**src/rtl/rv_ctrl_pkg.sv**
```systemverilog
// Shared constants, state/class enums and decode helpers for the multicycle RV32I-subset controller.
package rv_ctrl_pkg;

    localparam logic [6:0] OP_R      = 7'b0110011;
    localparam logic [6:0] OP_I      = 7'b0010011;
    localparam logic [6:0] OP_LOAD   = 7'b0000011;
    localparam logic [6:0] OP_STORE  = 7'b0100011;
    localparam logic [6:0] OP_BRANCH = 7'b1100011;
    localparam logic [6:0] OP_JAL    = 7'b1101111;
    localparam logic [6:0] OP_LUI    = 7'b0110111;

    localparam logic [2:0] IMM_I = 3'd0;
    localparam logic [2:0] IMM_S = 3'd1;
    localparam logic [2:0] IMM_B = 3'd2;
    localparam logic [2:0] IMM_U = 3'd3;
    localparam logic [2:0] IMM_J = 3'd4;

    localparam logic [1:0] ALU_ADD   = 2'd0;
    localparam logic [1:0] ALU_SUB   = 2'd1;
    localparam logic [1:0] ALU_FUNCT = 2'd2;

    localparam logic [1:0] WB_ALU = 2'd0;
    localparam logic [1:0] WB_MEM = 2'd1;
    localparam logic [1:0] WB_PC4 = 2'd2;
    localparam logic [1:0] WB_IMM = 2'd3;

    localparam logic [1:0] PC_PLUS4  = 2'd0;
    localparam logic [1:0] PC_TARGET = 2'd1;

    localparam logic [2:0] F3_BEQ = 3'b000;
    localparam logic [2:0] F3_BNE = 3'b001;

    typedef enum logic [2:0] {
        S_IDLE,
        S_FETCH,
        S_DECODE,
        S_EXEC,
        S_MEM_RD,
        S_MEM_WR,
        S_WB,
        S_TRAP
    } state_e;

    typedef enum logic [2:0] {
        C_R,
        C_I,
        C_LOAD,
        C_STORE,
        C_BRANCH,
        C_JAL,
        C_LUI,
        C_BAD
    } cls_e;

    function automatic cls_e decode_class(input logic [6:0] op);
        cls_e c;
        case (op)
            OP_R:      c = C_R;
            OP_I:      c = C_I;
            OP_LOAD:   c = C_LOAD;
            OP_STORE:  c = C_STORE;
            OP_BRANCH: c = C_BRANCH;
            OP_JAL:    c = C_JAL;
            OP_LUI:    c = C_LUI;
            default:   c = C_BAD;
        endcase
        return c;
    endfunction

    // R-type has no immediate; IMM_I is driven there as an unused default.
    function automatic logic [2:0] imm_for_class(input cls_e c);
        logic [2:0] s;
        case (c)
            C_STORE:  s = IMM_S;
            C_BRANCH: s = IMM_B;
            C_JAL:    s = IMM_J;
            C_LUI:    s = IMM_U;
            default:  s = IMM_I;
        endcase
        return s;
    endfunction

endpackage

```
**src/rtl/multicycle_ctrl_mem_timeout_cnt.sv**
```systemverilog
// Wait-cycle counter for one memory request; expired flags the last allowed waiting cycle.
module mem_timeout_cnt #(
    parameter int MEM_TIMEOUT = 16
) (
    input  logic clk,
    input  logic rst_n,
    input  logic clr,
    input  logic en,
    output logic expired
);

    localparam int CNT_W = $clog2(MEM_TIMEOUT + 1);
    localparam logic [CNT_W-1:0] LAST = CNT_W'(MEM_TIMEOUT - 1);

    logic [CNT_W-1:0] cnt;

    always_ff @(posedge clk or negedge rst_n) begin
        if (!rst_n) begin
            cnt <= '0;
        end else if (clr) begin
            cnt <= '0;
        end else if (en && !expired) begin
            cnt <= cnt + 1'b1;
        end
    end

    // Count value k is seen during waiting cycle k+1, so LAST marks the MEM_TIMEOUT-th wait.
    assign expired = (cnt == LAST);

endmodule

```
**src/rtl/multicycle_ctrl.sv**
```systemverilog
// Multicycle control FSM for a shared RV32I-subset datapath; one datapath phase per state.
// Optional MULTICYCLE_CTRL_PERF_EN adds cycle_cnt_o / instret_o performance counters.
//
//  state    | meaning
//  ---------+---------------------------------------------------------------
//  IDLE     | halted, waits for start_i
//  FETCH    | instruction read at PC; on ready latch IR and PC <= PC+4
//  DECODE   | classify opcode, select immediate format
//  EXEC     | drive ALU; branches resolve here, JAL writes PC
//  MEM_RD   | load data read at ALU result address
//  MEM_WR   | store data write at ALU result address
//  WB       | single-cycle register file write
//  TRAP     | illegal opcode/funct3 or memory timeout; left only by reset
module multicycle_ctrl
    import rv_ctrl_pkg::*;
#(
    parameter int MEM_TIMEOUT = 16
) (
    input  logic       clk_i,
    input  logic       rst_i,
    input  logic       start_i,
    input  logic [6:0] opcode_i,
    input  logic [2:0] funct3_i,
    input  logic       zero_i,
    input  logic       mem_ready_i,
    output logic       mem_req_o,
    output logic       mem_we_o,
    output logic       mem_addr_sel_o,
    output logic       ir_we_o,
    output logic       pc_we_o,
    output logic [1:0] pc_src_o,
    output logic [2:0] imm_sel_o,
    output logic       alu_src_b_o,
    output logic [1:0] alu_op_o,
    output logic       reg_we_o,
    output logic [1:0] wb_sel_o,
    output logic       busy_o,
    output logic       illegal_o
`ifdef MULTICYCLE_CTRL_PERF_EN
    ,
    output logic [31:0] cycle_cnt_o,
    output logic [31:0] instret_o
`endif
);

    state_e state, state_next;
    cls_e   cls, cls_next;
    cls_e   decoded;
    state_e boundary_state;
    logic   branch_taken;
    logic   tmo_clr, tmo_en, tmo_expired;
    logic   illegal_q;

    assign decoded        = decode_class(opcode_i);
    assign boundary_state = start_i ? S_FETCH : S_IDLE;
    assign branch_taken   = (funct3_i == F3_BEQ) ? zero_i : !zero_i;

    // Any state change restarts the wait count, so each request state starts from zero.
    assign tmo_clr = (state_next != state);
    assign tmo_en  = mem_req_o && !mem_ready_i;

    mem_timeout_cnt #(
        .MEM_TIMEOUT(MEM_TIMEOUT)
    ) u_tmo (
        .clk    (clk_i),
        .rst_n  (rst_i),
        .clr    (tmo_clr),
        .en     (tmo_en),
        .expired(tmo_expired)
    );

    always_ff @(posedge clk_i or negedge rst_i) begin
        if (!rst_i) begin
            state     <= S_IDLE;
            cls       <= C_R;
            illegal_q <= 1'b0;
        end else begin
            state <= state_next;
            cls   <= cls_next;
            if (state_next == S_TRAP) begin
                illegal_q <= 1'b1;
            end
        end
    end

    always_comb begin
        state_next     = state;
        cls_next       = cls;
        mem_req_o      = 1'b0;
        mem_we_o       = 1'b0;
        mem_addr_sel_o = 1'b0;
        ir_we_o        = 1'b0;
        pc_we_o        = 1'b0;
        pc_src_o       = PC_PLUS4;
        imm_sel_o      = IMM_I;
        alu_src_b_o    = 1'b0;
        alu_op_o       = ALU_ADD;
        reg_we_o       = 1'b0;
        wb_sel_o       = WB_ALU;

        case (state)
            S_IDLE: begin
                if (start_i) begin
                    state_next = S_FETCH;
                end
            end

            S_FETCH: begin
                mem_req_o = 1'b1;
                if (mem_ready_i) begin
                    ir_we_o    = 1'b1;
                    pc_we_o    = 1'b1;
                    state_next = S_DECODE;
                end else if (tmo_expired) begin
                    state_next = S_TRAP;
                end
            end

            S_DECODE: begin
                imm_sel_o  = imm_for_class(decoded);
                cls_next   = decoded;
                state_next = (decoded == C_BAD) ? S_TRAP : S_EXEC;
            end

            S_EXEC: begin
                imm_sel_o = imm_for_class(cls);
                case (cls)
                    C_R: begin
                        alu_op_o   = ALU_FUNCT;
                        state_next = S_WB;
                    end
                    C_I: begin
                        alu_op_o    = ALU_FUNCT;
                        alu_src_b_o = 1'b1;
                        state_next  = S_WB;
                    end
                    C_LOAD: begin
                        alu_src_b_o = 1'b1;
                        state_next  = S_MEM_RD;
                    end
                    C_STORE: begin
                        alu_src_b_o = 1'b1;
                        state_next  = S_MEM_WR;
                    end
                    C_BRANCH: begin
                        alu_op_o = ALU_SUB;
                        if (funct3_i == F3_BEQ || funct3_i == F3_BNE) begin
                            if (branch_taken) begin
                                pc_we_o  = 1'b1;
                                pc_src_o = PC_TARGET;
                            end
                            state_next = boundary_state;
                        end else begin
                            state_next = S_TRAP;
                        end
                    end
                    C_JAL: begin
                        pc_we_o    = 1'b1;
                        pc_src_o   = PC_TARGET;
                        state_next = S_WB;
                    end
                    C_LUI: begin
                        state_next = S_WB;
                    end
                    default: begin
                        state_next = S_TRAP;
                    end
                endcase
            end

            S_MEM_RD: begin
                mem_req_o      = 1'b1;
                mem_addr_sel_o = 1'b1;
                imm_sel_o      = imm_for_class(cls);
                if (mem_ready_i) begin
                    state_next = S_WB;
                end else if (tmo_expired) begin
                    state_next = S_TRAP;
                end
            end

            S_MEM_WR: begin
                mem_req_o      = 1'b1;
                mem_we_o       = 1'b1;
                mem_addr_sel_o = 1'b1;
                imm_sel_o      = imm_for_class(cls);
                if (mem_ready_i) begin
                    state_next = boundary_state;
                end else if (tmo_expired) begin
                    state_next = S_TRAP;
                end
            end

            S_WB: begin
                reg_we_o  = 1'b1;
                imm_sel_o = imm_for_class(cls);
                case (cls)
                    C_LOAD:  wb_sel_o = WB_MEM;
                    C_JAL:   wb_sel_o = WB_PC4;
                    C_LUI:   wb_sel_o = WB_IMM;
                    default: wb_sel_o = WB_ALU;
                endcase
                state_next = boundary_state;
            end

            S_TRAP: begin
                state_next = S_TRAP;
            end

            default: begin
                state_next = S_IDLE;
            end
        endcase
    end

    assign busy_o    = (state != S_IDLE) && (state != S_TRAP);
    assign illegal_o = illegal_q;

`ifdef MULTICYCLE_CTRL_PERF_EN
    logic instr_done;

    // An instruction retires when its last state hands back to FETCH or IDLE.
    assign instr_done = ((state_next == S_FETCH) || (state_next == S_IDLE)) &&
                        ((state == S_EXEC) || (state == S_WB) || (state == S_MEM_WR));

    always_ff @(posedge clk_i or negedge rst_i) begin
        if (!rst_i) begin
            cycle_cnt_o <= '0;
            instret_o   <= '0;
        end else begin
            if (busy_o) begin
                cycle_cnt_o <= cycle_cnt_o + 32'd1;
            end
            if (instr_done) begin
                instret_o <= instret_o + 32'd1;
            end
        end
    end
`endif

endmodule

```
**config.mk**
```make
export PLATFORM = sky130hd
export DESIGN_NAME = multicycle_ctrl
export DESIGN_NICKNAME = d
export VERILOG_FILES = /design/src/rtl/rv_ctrl_pkg.sv /design/src/rtl/multicycle_ctrl_mem_timeout_cnt.sv /design/src/rtl/multicycle_ctrl.sv
export SDC_FILE = /design/constraint.sdc
export NUM_CORES = 1
export LEC_CHECK = 0
export CAP_MARGIN = 0
export CORE_ASPECT_RATIO = 0.9
export CORE_MARGIN = 10
export CORE_UTILIZATION = 40
export DETAILED_ROUTE_END_ITERATION = 7
export HOLD_SLACK_MARGIN = 0.12
export PLACE_DENSITY = 0.76
export SLEW_MARGIN = 20
export SYNTH_ARGS = -nofsm -noshare
export SYNTH_HDL_FRONTEND = slang
export SYNTH_SLANG_ARGS = --single-unit
```
**constraint.sdc**
```tcl
create_clock -name clk_i -period 2.2 [get_ports clk_i]
set_clock_uncertainty 0.15 [all_clocks]
set_input_delay 0.22 -clock clk_i [delete_from_list [all_inputs] [get_ports clk_i]]
set_output_delay 0.22 -clock clk_i [all_outputs]
set_load 0.02 [all_outputs]
```
==> summary.md <==
| Metric | Value |
|---|---|
| CP Data Arrival Time | roughly 2300 ps |
| Starting Density | around 42% |
| # setup viols final | 6 |
| Antenna Cells | 0 |
| Sequential share of power | between 10% and 20% |
| Most common cell in the netlist | nor2_1 |
| Drt first pass iters | 4 |
| Peak supply drop | approximately 0.58 mV |
| IO Pins | 33 |
| Iter 0 DRT Violations | between 90 and 100 |
| First-pass GRT wire length | about 6000 µm |
| Synth Register Bits | 12 |
| Vias per std cell | ~5.4 |
| Crit path depth | 8 |
| CP Capture Type | flop |
| Psw | about 1.1 mW |
| Int Pwr | around 1.1 mW |
| Synth cell types | 57 |
| Die height | between 70 and 80 µm |
| Worst Tran Pin Value | between 500 and 600 ps |
| Core Region | between 0.002 and 0.003 mm² |
| Static leakage | approximately 0.77 nW |
| Fmax | 0.437 GHz |
| CTS Buf Count | 3 |
| CTS HTree Levels | 1 |
| Yosys top cell area share | 25.3% |
| Net count of the mapped netlist | approximately 160 |
| Clock slew at reported path FFs | 70 ps |
| Synthesis-to-layout area growth | 50.9% |
| Failing checks | negative setup slack |
| Synth Area in Adders | under 10% |
| CTS sink count | 12 |
| Clock latency on the worst-skew pair | 260 ps |
| Required time of the critical path | roughly 2200 ps |
| Setup_tns | -431 ps |
| Fin crit share | 104% |
| Cell Count, Final, Fillers Out | between 200 and 250 |
| R2R Path Start | u_tmo.cnt[0] |
| Syn_area_per_cell | around 8.5 µm² |
| CP max stage cell | dfrtp_1 |
| Placed Instance Area | around 0.0017 mm² |
| Primary FF master, synth | dfrtp_1 |
| CP top delay family | compound AO/OA/AOI/OAI gates |
| Initial antenna violation count | 0 |
| R2r setup slk | -90 ps |
| DR WL/cell | approximately 15 µm |
| Via count | around 1300 |
| Hold crit path type | input pin to asynchronous set/reset pin |
| Crit Path Class | flop to flop |
| RSZ-0062 raised after global routing | true |
| Final slew viol count | 0 |
| Slowest stage delay, CP | around 380 ps |
| Worst reg2reg endpoint | u_tmo.cnt[3] |
| Post-Syn Area | about 0.0012 mm² |
| Tot GR Track Use | roughly an eighth |
| Commonest cells post-synth | nor2_1 (13), dfrtp_1 (12), nand2_1 (10), nor3_1 (9) |
| Power per cell area | 1210 mW/mm² |
| Total die area | 0.00554 mm² |
| Cells along the critical path | ha_2, and3_4, ha_4, nor2b_4, o32a_1, a31oi_4, o311a_4, nor4_2 |
| # port buffers | 31 |
| Clock share of power | approximately 5.9% |
| Slew margin rel. | between 60% and 70% |
| Post-layout nets | about 210 |
| Final WS setup | -89.9 ps |
| Crit-path max FO | 5 |
| Row count | 18 |
| Top cells by area, synth | dfrtp_1 (25%), xor2_1 (4.4%), nor2_1 (4.1%), nor3_1 (3.8%), nand2_1 (3.2%) |
| Main combinational cell family by area after synthesis | simple AND/OR/NAND/NOR gates |
| Combinational share of power | approximately three quarters |
| Die width | around 77 µm |
| Crit path time final | ~2300 ps |
| CTS root buf | clkbuf_4 |
| Final core occ | between 60 and 70% |
| Final routed DRC violation total | 0 |
| Mux cell area share after synthesis | 1.69% |
| Layout cell share with drive strength beyond 1 | about a third |
| XOR/XNOR share of the synthesized area | 5.91% |
| Placer congestion estimate | 0.915 |
| R2R depth | 8 |
| Final Cell Area | about 0.0018 mm² |
| Final Hold Vio Count | 0 |
| CTS tree | done |
| Post-Synth Simple-Gate Area | 34.4% |
| Placed Cells | roughly 230 |
| Global route overflow | 0 |
| Sw Ratio | approximately half |
| Synth Area in Compound Gates | 22.7% |
| Crit path buf inv count | 0 |
| EDFF count, synth | 0 |
| Max-cap viol count | 0 |
| Total Wirelength | about 3600 µm |
| Status | finished, violations left |
| Bufs on Longest Clock Path | 2 |
| Cell taking the most area after synthesis | dfrtp_1 |
| YS warnings | 0 |
| Antenna-violating nets left | 0 |
| Gate count of the mapped netlist | approximately 140 |
| Post-synth ARST share | between 90% and 100% |
| Pin count of the biggest net entering global routing | 13 |
| Detail Placement HPWL | 2830 µm |
| Part of the Yosys area used for sequential elements | between 20 and 30% |
| Vias in the first global route | around 1300 |
| Setup crit start kind | flop |
-- through the flow --
stage          hold slack, ps  setup slack, ps  total power, mW
2_1_floorplan            -226             28.6             1.41
3_3_place_gp              315             -322             1.94
3_5_place_dp              306             -339             1.99
4_1_cts                   162            -66.4             2.14
5_1_grt                   203             -225             2.34
6_report                  153            -89.9             2.17
-- layout make-up --
type,instances,area (µm²)
fillers,248,1000
multi-input cells,113,886
repair buffers,61,505
flip-flops and latches,12,302
well taps,40,50.0
clock buffers,3,22.5
inverters,6,22.5
-- registers in the layout, indices dropped and copies added (netlist names) --
register   cells
u_tmo.cnt      5
cls            3
state          3
illegal_o      1
-- repair_timing --
action                     CTS  global route
setup endpoints to repair   20            12
resized for setup           26            15
pin swaps                    7             2
setup buffers                1             0
hold buffers                 0             0
-- power by group through the flow --
| stage | clock network [mW] | registers, mW | logic (mW) |
|---|---|---|---|
| floorplan | 0 | 0.348 | 1.06 |
| global placement | 0 | 0.391 | 1.55 |
| detailed placement | 0 | 0.397 | 1.59 |
| CTS | 0.134 | 0.394 | 1.61 |
| global route | 0.141 | 0.414 | 1.79 |
| finish | 0.128 | 0.398 | 1.64 |
-- cells by family (layout without fill, tap and decap cells) --
kind of cell               after synthesis  in the layout
AOI/OAI and AO/OA                       32             32
xor gates and xnor gates                 8              8
adders and majority gates                2              2
buffers and inverters                   14             70
DFF                                     12             12
muxes                                    2              2
other                                    1              1
and+or+nand+nor                         68             68
-- worst max path at each step --
stage                      start      endpoint  slack [ps]
floorplan           u_tmo.cnt[0]     illegal_o          30
global placement     opcode_i[6]  imm_sel_o[0]        -320
detailed placement   opcode_i[6]  imm_sel_o[0]        -340
CTS                 u_tmo.cnt[0]  u_tmo.cnt[1]         -70
global route        u_tmo.cnt[0]  u_tmo.cnt[3]        -230
finish              u_tmo.cnt[0]  u_tmo.cnt[3]         -90
-- cell usage in the layout (no fill, tap or decap), types with 4 or more instances in the layout --
cell type,Yosys,final
nand2b_1,5,5
a21oi_1,4,4
xor2_1,6,6
nor2_1,13,13
o21ai_0,4,4
nor3_1,9,7
buf_4,2,30
dfrtp_1,12,11
nor4_2,1,5
nand2_1,10,10
inv_1,6,6
clkdlybuf4s50_1,0,16
dlygate4sd2_1,0,10
-- per-layer routing --
metal	vias to the layer above	part of all wire (%)	track usage [%]
li1	616	-	-
met1	613	46	16.0
met2	38	47	21.7
met3	9	5.2	2.62
met4	0	2.2	5.47
met5	-	0	0
Power figures use the tool's default switching activity.
